<file path="src/rtl/traffic_light_controller_if.sv">
// rtl/traffic_light_controller_if.sv - sensor inputs and light/timer outputs of the intersection sequencer
interface traffic_light_controller_if #(
    parameter int TW = 4
);
    logic          car;
    logic          preempt;
    logic [1:0]    state;
    logic [TW-1:0] timer;
    logic          state_changed;

    modport master (
        output car,
        output preempt,
        input  state,
        input  timer,
        input  state_changed
    );

    modport slave (
        input  car,
        input  preempt,
        output state,
        output timer,
        output state_changed
    );
endinterface

</file>
<file path="src/rtl/traffic_light_controller.sv">
// rtl/traffic_light_controller.sv - highway/country-road light sequencer with tick-based phase timer
module traffic_light_controller #(
    parameter int TICK_DIV    = 4,
    parameter int LONG_TICKS  = 5,
    parameter int SHORT_TICKS = 2,
    parameter int TW          = 4
) (
    input  logic                       clk,
    input  logic                       reset,
    traffic_light_controller_if.slave  bus
);
    localparam int PW = (TICK_DIV > 2) ? $clog2(TICK_DIV) : 1;

    typedef enum logic [1:0] {
        HG = 2'b00,
        HY = 2'b01,
        SG = 2'b11,
        SY = 2'b10
    } light_t;

    light_t        state_q;
    light_t        state_d;
    logic [PW-1:0] prescaler;
    logic [TW-1:0] timer_q;
    logic          changed_q;
    logic          car_meta;
    logic          car_s;
    logic          preempt_meta;
    logic          preempt_s;
    logic          tick;
    logic          long_to;
    logic          short_to;

    assign tick     = (prescaler == PW'(TICK_DIV - 1));
    assign long_to  = (timer_q >= TW'(LONG_TICKS));
    assign short_to = (timer_q >= TW'(SHORT_TICKS));

    always_comb begin
        state_d = state_q;
        case (state_q)
            HG: if (car_s && long_to && !preempt_s) state_d = HY;
            HY: if (short_to) state_d = preempt_s ? HG : SG;
            // Country green has no minimum dwell: it yields as soon as the road empties.
            SG: if (!car_s || long_to || preempt_s) state_d = SY;
            SY: if (short_to) state_d = HG;
            default: state_d = HG;
        endcase
    end

    always_ff @(posedge clk or posedge reset) begin
        if (reset) begin
            state_q      <= HG;
            timer_q      <= '0;
            prescaler    <= '0;
            changed_q    <= 1'b0;
            car_meta     <= 1'b0;
            car_s        <= 1'b0;
            preempt_meta <= 1'b0;
            preempt_s    <= 1'b0;
        end else begin
            car_meta     <= bus.car;
            car_s        <= car_meta;
            preempt_meta <= bus.preempt;
            preempt_s    <= preempt_meta;
            state_q      <= state_d;
            changed_q    <= (state_d != state_q);
            if (state_d != state_q) begin
                timer_q   <= '0;
                prescaler <= '0;
            end else begin
                prescaler <= tick ? '0 : prescaler + PW'(1);
                if (tick && !long_to)
                    timer_q <= timer_q + TW'(1);
            end
        end
    end

    assign bus.state         = state_q;
    assign bus.timer         = timer_q;
    assign bus.state_changed = changed_q;
endmodule

</file>
<file path="src/flat_wrapper.sv">
// flat-port wrapper written by rule: the top's interface ports become plain ports
module traffic_light_controller_flat 
#(
    parameter int TICK_DIV    = 4,
    parameter int LONG_TICKS  = 5,
    parameter int SHORT_TICKS = 2,
    parameter int TW          = 4
)
  (clk, reset, bus_car, bus_preempt, bus_state, bus_timer, bus_state_changed);
  traffic_light_controller_if #(.TW(TW)) bus_i ();
  input  logic clk;
  input  logic reset;
  input wire logic [$bits(bus_i.car)-1:0] bus_car;
  input wire logic [$bits(bus_i.preempt)-1:0] bus_preempt;
  output wire logic [$bits(bus_i.state)-1:0] bus_state;
  output wire logic [$bits(bus_i.timer)-1:0] bus_timer;
  output wire logic [$bits(bus_i.state_changed)-1:0] bus_state_changed;
  assign bus_i.car = bus_car;
  assign bus_i.preempt = bus_preempt;
  assign bus_state = bus_i.state;
  assign bus_timer = bus_i.timer;
  assign bus_state_changed = bus_i.state_changed;
  traffic_light_controller #(.TICK_DIV(TICK_DIV), .LONG_TICKS(LONG_TICKS), .SHORT_TICKS(SHORT_TICKS), .TW(TW)) u_core (.clk(clk), .reset(reset), .bus(bus_i));
endmodule
</file>
<file path="config.mk">
export PLATFORM = sky130hd
export DESIGN_NAME = traffic_light_controller_flat
export DESIGN_NICKNAME = d
export VERILOG_FILES = /design/src/rtl/traffic_light_controller_if.sv /design/src/rtl/traffic_light_controller.sv /design/src/flat_wrapper.sv
export SDC_FILE = /design/constraint.sdc
export NUM_CORES = 1
export LEC_CHECK = 0
export ABC_AREA = 1
export ABC_CLOCK_PERIOD_IN_PS = 1400
export CAP_MARGIN = 40
export CORE_MARGIN = 1.5
export CORE_UTILIZATION = 45
export DETAILED_ROUTE_END_ITERATION = 8
export GPL_TIMING_DRIVEN = 0
export HOLD_SLACK_MARGIN = 0.08
export PLACE_DENSITY_LB_ADDON = 0.15
export SKIP_CTS_REPAIR_TIMING = 1
export SYNTH_ARGS = -nofsm -noshare
export SYNTH_HDL_FRONTEND = slang
export SYNTH_SLANG_ARGS = --single-unit
</file>
<file path="constraint.sdc">
create_clock -name clk -period 1.4 [get_ports clk]
set_input_delay 0.28 -clock clk [delete_from_list [all_inputs] [get_ports clk]]
set_output_delay 0.28 -clock clk [all_outputs]
set_load 0.05 [all_outputs]
</file>
==> impl_metrics.json <==
{
  "status": "finished with violations",
  "violations": "setup timing",
  "ys_ff_latch": 13,
  "globalplace.congestion": 0.735,
  "ant_nets": 0,
  "avgSynthCellArea_um2": 9.26,
  "grtUsageTotal_pct": 13.4,
  "port_buffers": 10,
  "synth_nets": 86,
  "core_area_um2": 1490,
  "crit_path_end_kind": "flop",
  "path_max_fanout": 6,
  "finalSetupViolations": 7,
  "synthCells": 77,
  "synth_top_area_share_pct": 45.6,
  "drt_iter0_markers": 7,
  "multi_input_area_um2": 369,
  "max-cap-violations": 0,
  "ys.flop_type": "dfrtp_1",
  "die_y_um": 42.8,
  "critPathKind": "reg2reg",
  "synth_cell_type_count": 19,
  "vdd_ir_drop_max_mv": 1.12,
  "vias": 513,
  "fin_crit_ps": 1500,
  "rsz0062_at_grt": "true",
  "routed_wirelength_um": 1130,
  "drive_above_1_share_pct": 47.3,
  "wl_per_cell_um": 10.5,
  "slew_violations": 0,
  "num_antenna_cells": 0,
  "stdcell_area_um2": 897,
  "critPathRequiredTime_ps": 1560,
  "relSlewSlack_pct": 66.5,
  "cts.sinks": 13,
  "yosysTopAreaCell": "dfrtp_1",
  "synthTopCellsByArea": "dfrtp_1 (46%), ha_1 (8.8%), inv_1 (6.3%)",
  "netlist_area_um2": 713,
  "fin_worst_skew_ps": 1.77,
  "dr.pass1.iters": 3,
  "power_density_nw_per_um2": 1930,
  "fin_tns_setup_ps": -495,
  "io_pins": 11,
  "whs_ps": 332,
  "cts_made_buffers": 3,
  "hpwl_um": 822,
  "dieArea_um2": 1830,
  "rows": 14,
  "htreeDepth": 1,
  "grt_max_degree": 14,
  "initial_core_util_pct": 47.9,
  "critPathLaunch": "u_core.bus.timer[1]",
  "critPathArrivalTime_ps": 1660,
  "fin_util_pct": 60.3,
  "fin_nets": 101,
  "clock_latency_ps": 260,
  "cts_buffer_depth": 2,
  "finalWorstSetupSlack_ps": -100,
  "vias_per_cell": 4.79,
  "cts-root-buf": "clkbuf_4",
  "fillers": 134,
  "syn2layout_area_growth_pct": 25.8,
  "cts_tree": "built",
  "worst_slew_pin_slew_ps": 502,
  "grt_pass1_vias": 451,
  "clock.fmax_mhz": 667,
  "ys_warn_count": 0,
  "layout_worst_path_cycle_share_pct": 107,
  "netlist_top_cells_count": "dfrtp_1 (13), inv_1 (12), nand2_1 (11)",
  "start_kind": "flop",
  "placed_area_um2": 885,
  "leakage_uw": 0.000462,
  "async_flop_share_pct": 100,
  "cts.reportedPaths.clkPinSlew_ps": 70,
  "drc": 0,
  "overflow": 0,
  "hold_viol": 0,
  "seq_area_frac_synth_pct": 45.6,
  "grt_pass1_wl_um": 1810,
  "seqCellArea_um2": 334,
  "synth_edf_count": 0,
  "hp-class": "in2async",
  "grt_antenna_before_repair": 0,
  "r2r_start": "u_core.bus.timer[1]",
  "yosysMostFrequentCell": "dfrtp_1",
  "die_w_um": 42.8
}
[report_power, final]
group	switching, uW	internal (uW)	leakage [uW]
Sequential	116	481	0.000156
Combinational	606	312	0.000291
Clock	108	110	0.0000150
[sequential cells by signal, indices dropped and copies added, names as in the netlist]
register and flops:
u_core.car_s 1, u_core.car_meta 1, u_core.preempt_s 1, u_core.bus.timer 4
u_core.bus.state 2, u_core.preempt_meta 1, u_core.prescaler 2, u_core.bus.state_changed 1
[per-stage QoR]
stage               total power [uW]  setup WS (ps)  instances
floorplan                       1350          -91.2         77
global placement                1550           -225        103
detailed placement              1560           -221        103
CTS                             1800           -524        107
global route                    1880           -217        107
finish                          1730           -100        107
[path summary, 6_finish.rpt]
check	end	cells past startpoint	slack, ps
setup reg to reg	u_core.bus.timer[0]	8	-100
hold reg to reg	u_core.preempt_s	0	350
hold / removal	u_core.bus.timer[1]	2	330
max in group asynchronous	u_core.bus.timer[1]	2	710
setup / recovery	u_core.bus.timer[0]	8	-100
min in group clk	u_core.preempt_s	0	350
[final cells by class]
type / instances / share of cell area (%)
Inverter: 16 / 7.25
Sequential cell: 13 / 37.2
Multi-Input combinational cell: 48 / 41.1
Timing Repair Buffer: 10 / 9.21
Tap cell: 16 / 2.23
Clock buffer: 4 / 2.93
[placed cells by master, fill, tap and decap left out, types with 2 or more instances in the layout]
cell and instances:
a21oi_1 3, clkbuf_2 4, clkbuf_4 4, clkdlybuf4s50_1 3
dfrtp_1 8, dfrtp_2 4, dlymetal6s2s_1 2, ha_1 3
ha_4 2, inv_1 9, inv_2 5, inv_4 2
nand2_1 9, nand2_2 6, nand3_1 5, nor2_2 6
nor2_4 4
[worst max-delay path, stage by stage, from the launching register on]
cell	delay, ps
dfrtp_4	540
inv_4	90
ha_4	120
inv_2	30
a21oi_2	130
nand2_2	90
nor2_4	150
xor2_1	190
nor2_2	40
[metal layers]
metal	vias up	wire length [um]	share of wire (%)	global-route usage [%]
met5	-	0	0	0
met4	0	8	0.71	7.50
met3	2	33	2.9	1.70
met2	6	556	49	21.2
met1	237	529	47	17.6
li1	268	-	-	-
[cells by family (layout without fill, tap and decap cells)]
kind of cell	after synthesis	count (layout)	synth area share, %
AND/OR/NAND/NOR	36	36	31.2
buffers and inverters	16	30	8.42
flip-flops	13	13	45.6
AO/OA/AOI/OAI	6	6	4.74
adder cells (fa/ha/maj)	5	5	8.77
XOR/XNOR	1	1	1.23
Note: power is estimated with default switching activity, not from simulation.
